$ cat config.mk
export PLATFORM = sky130hd
export DESIGN_NAME = jogada_scheduler
export DESIGN_NICKNAME = d
export VERILOG_FILES = /design/src/rtl/jogada_scheduler.sv
export SDC_FILE = /design/constraint.sdc
export NUM_CORES = 1
export LEC_CHECK = 0
export ABC_AREA = 0
export BUFFER_PORTS_ARGS = -buffer_cell sky130_fd_sc_hd__buf_2
export CAP_MARGIN = 5
export CORE_AREA = 2 2 82 84
export DETAILED_ROUTE_END_ITERATION = 7
export DIE_AREA = 0 0 84 86
export PLACE_DENSITY_LB_ADDON = 0.12
export SETUP_SLACK_MARGIN = 0.5
export SLEW_MARGIN = 20
export SYNTH_ARGS = -nofsm -noshare
export SYNTH_HDL_FRONTEND = slang
export SYNTH_SLANG_ARGS = --single-unit
$ cat constraint.sdc
create_clock -name clock -period 7.8 [get_ports clock]
set_clock_uncertainty 0.2 [all_clocks]
set_input_delay 1.17 -clock clock [delete_from_list [all_inputs] [get_ports clock]]
set_output_delay 1.17 -clock clock [all_outputs]
set_load 0.02 [all_outputs]
$ cat src/rtl/jogada_scheduler.sv
// jogada_scheduler -- round sequencer for the LED reaction game.
//
// Each round runs in this order:
//   1. Ask the random LED datapath for a frame.
//   2. Wait for the frame to finish shifting out.
//   3. Open a timed window on the player buttons and score hit or miss.
//   4. Blank the strip and hold a short gap.
// After N_RODADAS rounds the block parks in FIM, and the score stays on display.
//
// Ports
//   clock, reset     : system clock; synchronous active-high reset
//   iniciar          : start request (accepted in INICIAL and FIM only)
//   frame_pronto     : frame fully shifted out (1-cycle pulse)
//   led_sorteado     : lit LED index, valid with frame_pronto
//   botoes           : synchronized/debounced button levels, bit i = LED i
//   gerar_jogada     : pulse, draw and send a new random frame
//   apagar           : pulse, send an all-off frame
//   acertou/errou/timeout : result pulses
//   pontos, rodada   : hit count (saturating) and rounds completed
//   em_jogo, fim_jogo: game running / game over
//   db_estado        : raw state encoding for the debug display
module jogada_scheduler #(
  parameter int N_LEDS          = 11,
  parameter int N_RODADAS       = 10,
  parameter int TEMPO_RESPOSTA  = 50_000_000,
  parameter int TEMPO_INTERVALO = 12_500_000
) (
  input  logic              clock,
  input  logic              reset,
  input  logic              iniciar,
  input  logic              frame_pronto,
  input  logic [3:0]        led_sorteado,
  input  logic [N_LEDS-1:0] botoes,
  output logic              gerar_jogada,
  output logic              apagar,
  output logic              acertou,
  output logic              errou,
  output logic              timeout,
  output logic [7:0]        pontos,
  output logic [7:0]        rodada,
  output logic              em_jogo,
  output logic              fim_jogo,
  output logic [3:0]        db_estado
);

  localparam int TMAX = (TEMPO_RESPOSTA > TEMPO_INTERVALO) ? TEMPO_RESPOSTA : TEMPO_INTERVALO;
  localparam int TW   = (TMAX > 1) ? $clog2(TMAX) : 1;

  typedef enum logic [3:0] {
    INICIAL       = 4'd0,
    PREPARA       = 4'd1,
    GERA          = 4'd2,
    ESPERA_FRAME  = 4'd3,
    ESPERA_JOGADA = 4'd4,
    ACERTO        = 4'd5,
    ERRO          = 4'd6,
    INTERVALO     = 4'd7,
    FIM           = 4'd8
  } estado_t;

  estado_t           estado_q, estado_d;
  logic [TW-1:0]     timer_q, timer_d;
  logic [3:0]        alvo_q, alvo_d;
  logic [N_LEDS-1:0] botoes_prev_q;
  logic [7:0]        pontos_q, pontos_d;
  logic [7:0]        rodada_q, rodada_d;
  logic              timeout_q, timeout_d;

  logic [N_LEDS-1:0] novo;
  logic [N_LEDS-1:0] alvo_oh;
  logic              alvo_invalido;
  logic              fim_resposta;
  logic              fim_intervalo;

  // Only fresh presses count. A button already held when the window opens is ignored.
  assign novo          = botoes & ~botoes_prev_q;
  assign alvo_oh       = {{(N_LEDS-1){1'b0}}, 1'b1} << alvo_q;
  assign alvo_invalido = ({28'd0, alvo_q} >= 32'(N_LEDS));
  assign fim_resposta  = (timer_q == TW'(TEMPO_RESPOSTA - 1));
  assign fim_intervalo = (timer_q == TW'(TEMPO_INTERVALO - 1));

  always_comb begin
    estado_d  = estado_q;
    timer_d   = timer_q;
    alvo_d    = alvo_q;
    pontos_d  = pontos_q;
    rodada_d  = rodada_q;
    timeout_d = 1'b0;
    case (estado_q)
      INICIAL: if (iniciar) estado_d = PREPARA;
      PREPARA: begin
        pontos_d = 8'd0;
        rodada_d = 8'd0;
        estado_d = GERA;
      end
      GERA: estado_d = ESPERA_FRAME;
      ESPERA_FRAME: if (frame_pronto) begin
        alvo_d   = led_sorteado;
        timer_d  = '0;
        estado_d = ESPERA_JOGADA;
      end
      ESPERA_JOGADA: begin
        timer_d = timer_q + TW'(1);
        // A press wins over expiry in the same cycle, so timeout only fires with no press.
        if (alvo_invalido) estado_d = ERRO;
        else if (novo != '0) estado_d = (novo == alvo_oh) ? ACERTO : ERRO;
        else if (fim_resposta) begin
          estado_d  = ERRO;
          timeout_d = 1'b1;
        end
      end
      ACERTO: begin
        if (pontos_q != 8'hFF) pontos_d = pontos_q + 8'd1;
        timer_d  = '0;
        estado_d = INTERVALO;
      end
      ERRO: begin
        timer_d  = '0;
        estado_d = INTERVALO;
      end
      INTERVALO: begin
        timer_d = timer_q + TW'(1);
        if (fim_intervalo) begin
          timer_d  = '0;
          rodada_d = rodada_q + 8'd1;
          estado_d = ((rodada_q + 8'd1) == 8'(N_RODADAS)) ? FIM : GERA;
        end
      end
      FIM: if (iniciar) estado_d = PREPARA;
      default: estado_d = INICIAL;
    endcase
  end

  always_ff @(posedge clock) begin
    if (reset) begin
      estado_q      <= INICIAL;
      timer_q       <= '0;
      alvo_q        <= 4'd0;
      botoes_prev_q <= '0;
      pontos_q      <= 8'd0;
      rodada_q      <= 8'd0;
      timeout_q     <= 1'b0;
    end else begin
      estado_q      <= estado_d;
      timer_q       <= timer_d;
      alvo_q        <= alvo_d;
      botoes_prev_q <= botoes;
      pontos_q      <= pontos_d;
      rodada_q      <= rodada_d;
      timeout_q     <= timeout_d;
    end
  end

  // The timer is zero only on the first INTERVALO cycle, so it marks the entry.
  assign gerar_jogada = (estado_q == GERA);
  assign apagar       = (estado_q == INTERVALO) && (timer_q == '0);
  assign acertou      = (estado_q == ACERTO);
  assign errou        = (estado_q == ERRO);
  assign timeout      = (estado_q == ERRO) && timeout_q;
  assign pontos       = pontos_q;
  assign rodada       = rodada_q;
  assign em_jogo      = (estado_q != INICIAL) && (estado_q != FIM);
  assign fim_jogo     = (estado_q == FIM);
  assign db_estado    = estado_q;

endmodule

== Yosys cells after proc, flatten, opt, wreduce, memory -nomap -nowiden ==
Index checks and enable logic that the tools add are counted.

* Latch bits: 0
* Output and inout port bits: 27
* Memory bits (read-only): 0
* Memories kept: 0
* Logic and storage cells: 69
* Memory bits (writable): 0
* Input bits: 19
* Register bits after elaboration: 62

* Reduce and logical (&&, ||, !) cells: 18
* Bitwise gates (word level): 3
* Shift-type cells: 1
* Divide/modulo/power cells: 0
* Multiply operators: 0
* Order comparisons: 1
* Add/sub/neg operators: 3
* Eq/ne operators: 19
* Mux-type cells: 17

{| class="wikitable"
|+ Operators with widths
! operator !! count
|-
| 26-bit one-hot mux with 4 select lines || 1
|-
| 26-bit 2-to-1 mux || 2
|-
| 8-bit one-hot mux with 2 select lines || 2
|-
| 4-bit 2-to-1 mux || 7
|-
| 4-bit one-hot mux with 7 select lines || 1
|-
| 26-bit by 1-bit adder with 26-bit output (second input constant) || 1
|-
| 26-bit by 24-bit equality test with 1-bit output (second input constant) || 1
|-
| 26-bit equality test (second input constant) || 1
|-
| 26-bit zero test || 1
|-
| 8-bit by 1-bit adder with 8-bit output (second input constant) || 2
|-
| 4-bit by 3-bit equality test with 1-bit output (second input constant) || 4
|-
| 8-bit 2-to-1 mux || 2
|-
| 11-bit AND || 1
|-
| 11-bit equality test || 1
|-
| 11-bit inverter || 1
|-
| 11-bit nonzero test || 1
|-
| 1-bit by 4-bit left shift with 11-bit output (first input constant) || 1
|-
| 4-bit by 2-bit equality test with 1-bit output (second input constant) || 2
|-
| 8-bit by 4-bit equality test with 1-bit output (second input constant) || 1
|-
| 4-bit inequality test (second input constant) || 2
|-
| 8-bit inequality test (second input constant) || 1
|-
| 2-bit AND reduction || 4
|-
| 4-bit nonzero test || 2
|-
| 4-bit by 1-bit equality test with 1-bit output (second input constant) || 1
|-
| 13 further kinds || 19
|}

== Depth between registers and ports, before layout ==
* Word-level depth: 7
* Mapped depth: 10
* Gate-level depth less buffers: 8

== Least setup slack after synthesis ==
Ideal clock, no wire load.

* Kind: flip-flop to output port
* From: reg estado_q[0], in the netlist db_estado[0]
* To: out timeout
* Data arrival time: 1.853 ns
* Stages on the path, launching flop included: 5
* Slack: 4.577 ns
* Data required time: 6.430 ns
* Cell sequence: dfxtp_1 > buf_2 > buf_1 > nor4_1 > and2_1

* Word-level cells in the longest chain between the ends: 2

{| class="wikitable"
|+ Ends and longest elaborated chain
! what !! line !! source
|-
| start, declared || 61 || <nowiki>estado_t estado_q, estado_d;</nowiki>
|-
| start signal, assigned || 144 || <nowiki>estado_q <= estado_d;</nowiki>
|-
| 4-bit by 3-bit equality test with 1-bit output || n/a ||
|-
| named net errou || 37 || <nowiki>output logic errou,</nowiki>
|-
| 1-bit logical AND || 159 || <nowiki>assign timeout = (estado_q == ERRO) && timeout_q;</nowiki>
|-
| end, declared || 38 || <nowiki>output logic timeout,</nowiki>
|}

The timed path passes the listed nets, and every way through them passes these cells.

== Final worst setup path ==
* From: reg estado_q[1], in the netlist db_estado[1]
* To: out apagar

* Word-level cells in the longest chain between the ends: 2

{| class="wikitable"
|+ Ends and longest elaborated chain
! what !! line !! source
|-
| 4-bit by 3-bit equality test with 1-bit output || 156 || <nowiki>assign apagar = (estado_q == INTERVALO) && (timer_q == '0);</nowiki>
|-
| 1-bit logical AND || 156 ||
|-
| end, declared || 35 || <nowiki>output logic apagar,</nowiki>
|}

Every way passes these cells.

==> qor.log <==
[layout] area taken by multi-input logic gates 1950 um2
[route] first-pass iteration count of the detailed router 4
[clock_tree] register clock-pin slew on the reported worst setup and hold paths 0.06 ns
[timing] Setup-failing EPs final 0
[clock_tree] Num CTS Buffers 9
[global_route] total global-route track usage 0.211
[global_route] initial antenna violation count 0
[die] Top-Level Pins 46
[timing] Final Cycle Share 0.450
[pwr] standby leakage power 1.42 nW
[route] wire length reported by the detailed router 7.08 mm
[timing] Tightest Pin Transition 0.808 ns
[layout] register area 1240 um2
[timing] number of hold-slack violations in the final timing report 0
[clock_tree] number of setup buffers added after CTS 0
[clock_tree] number of buffers on the longest clock path 2
[hold_path] Hold Path Class flop to flop
[synthesis] number of flops mapped to enable cells by yosys 0
[die] x dimension of the die 84 um
[route] Detailed Route Iter0 Violations 118
[route] via count 2945
[worst_setup_path] critical path peak fanout 12
[route] routed length per instance 13.6 um
[global_route] number of global-route vias before repair 2740
[clock_tree] CTS root buffer sky130_fd_sc_hd__clkbuf_8
[synthesis] distinct cell type count after synthesis 52
[die] Core Region 6280 um2
[layout] ratio of cells with drive above 1 in the final layout 0.153
[layout] final layout net count 466
[global_route] global-route wire length before repair 12.4 mm
[timing] worst slew margin relative to its limit 0.462
[pwr] power per standard cell area 212 nW/um2
[pwr] overall power of the completed layout 0.000784 W
[clock_tree] Worst-Skew Late Latency 0.34 ns
[placement] number of buffers added on ports 45
[die] height of the die 86 um
[route] final antenna-violating net count 0
[synthesis] cell count after synthesis 408
[worst_setup_path] arrival time at the worst endpoint 2.14 ns
[timing] final-layout setup total negative slack 0 ns
[route] Avg Vias per Cell 5.65
[global_route] largest net degree at the start of global routing 35
[layout] fill cell instance count of the final layout 583
[synthesis] dominant cells by area after synthesis sky130_fd_sc_hd__dfxtp_1 (37%), sky130_fd_sc_hd__nor2_1 (6.6%), sky130_fd_sc_hd__xor2_1 (6.3%), sky130_fd_sc_hd__nor2b_1 (4.1%), sky130_fd_sc_hd__xnor2_1 (3.9%)
[synthesis] Top FF cell, synth sky130_fd_sc_hd__dfxtp_1
[die] initial standard-cell utilization of the core 0.534
[synthesis] mean post-synth cell area 8.21 um2
[die] number of placement rows 29
[pwr] Worst IR Drop VDD 0.151 mV
[synthesis] nets in the synthesized netlist 432
[timing] final worst hold slack 0.300 ns
[worst_setup_path] category of the critical setup timing path flop to output port
[worst_setup_path] nature of the critical path startpoint flop
[run_status] status finished, final reports clean
[clock_tree] CTS tree yes
[worst_setup_path] Critical Path End Type output port
[synthesis] netlist area before placement 3350 um2
[die] total die area 7220 um2
[hold_path] Hold Path Cell Cnt 2
[synthesis] cell accounting for the most synthesized area sky130_fd_sc_hd__dfxtp_1
[timing] clock period minus final worst setup slack 3.51 ns
[layout] final standard cell utilization of the core 0.590
[timing] fmax 0.285 GHz
[global_route] remaining global-route overflow 0
[placement] final RePlAce weighted congestion 0.882
[synthesis] proportion of synthesized flip-flops having asynchronous set or reset 0
[clock_tree] post-cts resize count 0
[timing] count of pins over their slew limit 0
[route] DRC violations left 0
[synthesis] sequential element share of the synthesized area 0.371
[synthesis] Synthesis Warnings 0
[synthesis] flops & latches, synth 62
[synthesis] area share of the leading cell type in the synthesized netlist 0.371
[worst_setup_path] Worst Reg-to-Reg Cells 8
[timing] setup repair after global routing missed its margin no
[placement] placed wire-length estimate 5.06 mm
[clock_tree] count of clock tree sinks 62
[run] max cap viols 0
[clock_tree] number of H-tree levels 3
[layout] synthesis-to-finish area growth 10.6%
[layout] number of diodes 0
[worst_setup_path] CP Data Required Time 6.43 ns
[clock_tree] quantity of hold-fixing buffers added after cts 0
[cell usage in the layout (no fill, tap or decap), types with 15 or more instances in the layout]
cell type / count
sky130_fd_sc_hd__a21oi_1: 15
sky130_fd_sc_hd__buf_2: 45
sky130_fd_sc_hd__nor2_1: 59
sky130_fd_sc_hd__nor3_1: 21
sky130_fd_sc_hd__dfxtp_1: 62
sky130_fd_sc_hd__nor2b_1: 22
sky130_fd_sc_hd__xor2_1: 24
sky130_fd_sc_hd__nand3_1: 16
sky130_fd_sc_hd__xnor2_1: 15
sky130_fd_sc_hd__nand2_1: 33
[flip-flops by register name (all words and copies together) (netlist names)]
register / count
timer_q: 26
botoes_prev_q: 11
pontos: 8
rodada: 8
alvo_q: 4
db_estado: 4
timeout_q: 1
[Yosys cell counts, types with 2 or more instances]
library cell	number
sky130_fd_sc_hd__a211oi_1	2
sky130_fd_sc_hd__a21o_1	2
sky130_fd_sc_hd__a21oi_1	15
sky130_fd_sc_hd__a311oi_1	7
sky130_fd_sc_hd__a31oi_1	7
sky130_fd_sc_hd__a41oi_1	2
sky130_fd_sc_hd__and3_1	11
sky130_fd_sc_hd__and4_1	5
sky130_fd_sc_hd__buf_12	2
sky130_fd_sc_hd__buf_2	2
sky130_fd_sc_hd__clkbuf_1	15
sky130_fd_sc_hd__dfxtp_1	62
sky130_fd_sc_hd__ha_1	5
sky130_fd_sc_hd__inv_1	7
sky130_fd_sc_hd__mux2i_1	5
sky130_fd_sc_hd__nand2_1	33
sky130_fd_sc_hd__nand2b_1	9
sky130_fd_sc_hd__nand3_1	16
sky130_fd_sc_hd__nand4_1	12
sky130_fd_sc_hd__nor2_1	59
sky130_fd_sc_hd__nor2b_1	22
sky130_fd_sc_hd__nor3_1	21
sky130_fd_sc_hd__nor4_1	8
sky130_fd_sc_hd__nor4_2	2
sky130_fd_sc_hd__nor4bb_1	2
sky130_fd_sc_hd__o211a_1	3
sky130_fd_sc_hd__o21a_1	2
sky130_fd_sc_hd__o21ai_0	5
sky130_fd_sc_hd__or3_1	5
sky130_fd_sc_hd__xnor2_1	15
sky130_fd_sc_hd__xor2_1	24
[power by group]
group	switching [W]	total, W	internal, W
Combinational	0.000114	0.000182	0.0000675
Sequential	0.0000331	0.000363	0.000330
Clock	0.000113	0.000239	0.000126
[area by class of cell]
type / instances / area share
Multi-Input combinational cell: 317 / 0.527
Sequential cell: 62 / 0.335
Timing Repair Buffer: 45 / 0.0608
Clock buffer: 11 / 0.0409
Tap cell: 77 / 0.0260
Inverter: 7 / 0.00709
Clock inverter: 2 / 0.00270
[kinds of logic (layout without fill, tap and decap cells)]
kind of cell               Yosys count  in the layout  share of synthesized area
AOI/OAI and AO/OA                   52             52                      0.107
xor gates and xnor gates            39             39                      0.102
adders and majority gates            5              5                     0.0187
buffers and inverters               29             65                     0.0463
DFF                                 62             62                      0.371
muxes                                6              6                     0.0183
and+or+nand+nor                    215            215                      0.337
[worst max-delay path, stage by stage (launching register included)]
cell	delay, ns
sky130_fd_sc_hd__dfxtp_1	0.57
sky130_fd_sc_hd__inv_1	0.24
sky130_fd_sc_hd__nor2_1	0.26
sky130_fd_sc_hd__nand3_1	0.26
sky130_fd_sc_hd__nor3_1	0.27
sky130_fd_sc_hd__buf_2	0.20
[metal layers]
metal / up-vias / GRT usage / part of all wire
met5: - / 0 / 0
met4: 0 / 0.120 / 0.030
met3: 18 / 0.0414 / 0.043
met2: 75 / 0.329 / 0.45
met1: 1343 / 0.273 / 0.48
li1: 1509 / - / -
[through the flow]
step	area (um2)	instances	setup slack (ns)
floorplan	3350	408	4.58
global placement	3540	508	4.48
detailed placement	3540	508	4.39
CTS	3700	521	4.27
global route	3700	521	4.06
finish	3700	521	4.29
[final timing paths]
check           endpoint  slack (ns)    startpoint
min reg2reg    pontos[1]        0.30     pontos[1]
min            pontos[1]        0.30     pontos[1]
max               apagar        4.29  db_estado[1]
max reg2reg  timer_q[17]        4.65    timer_q[0]
Power figures use the tool's default switching activity.
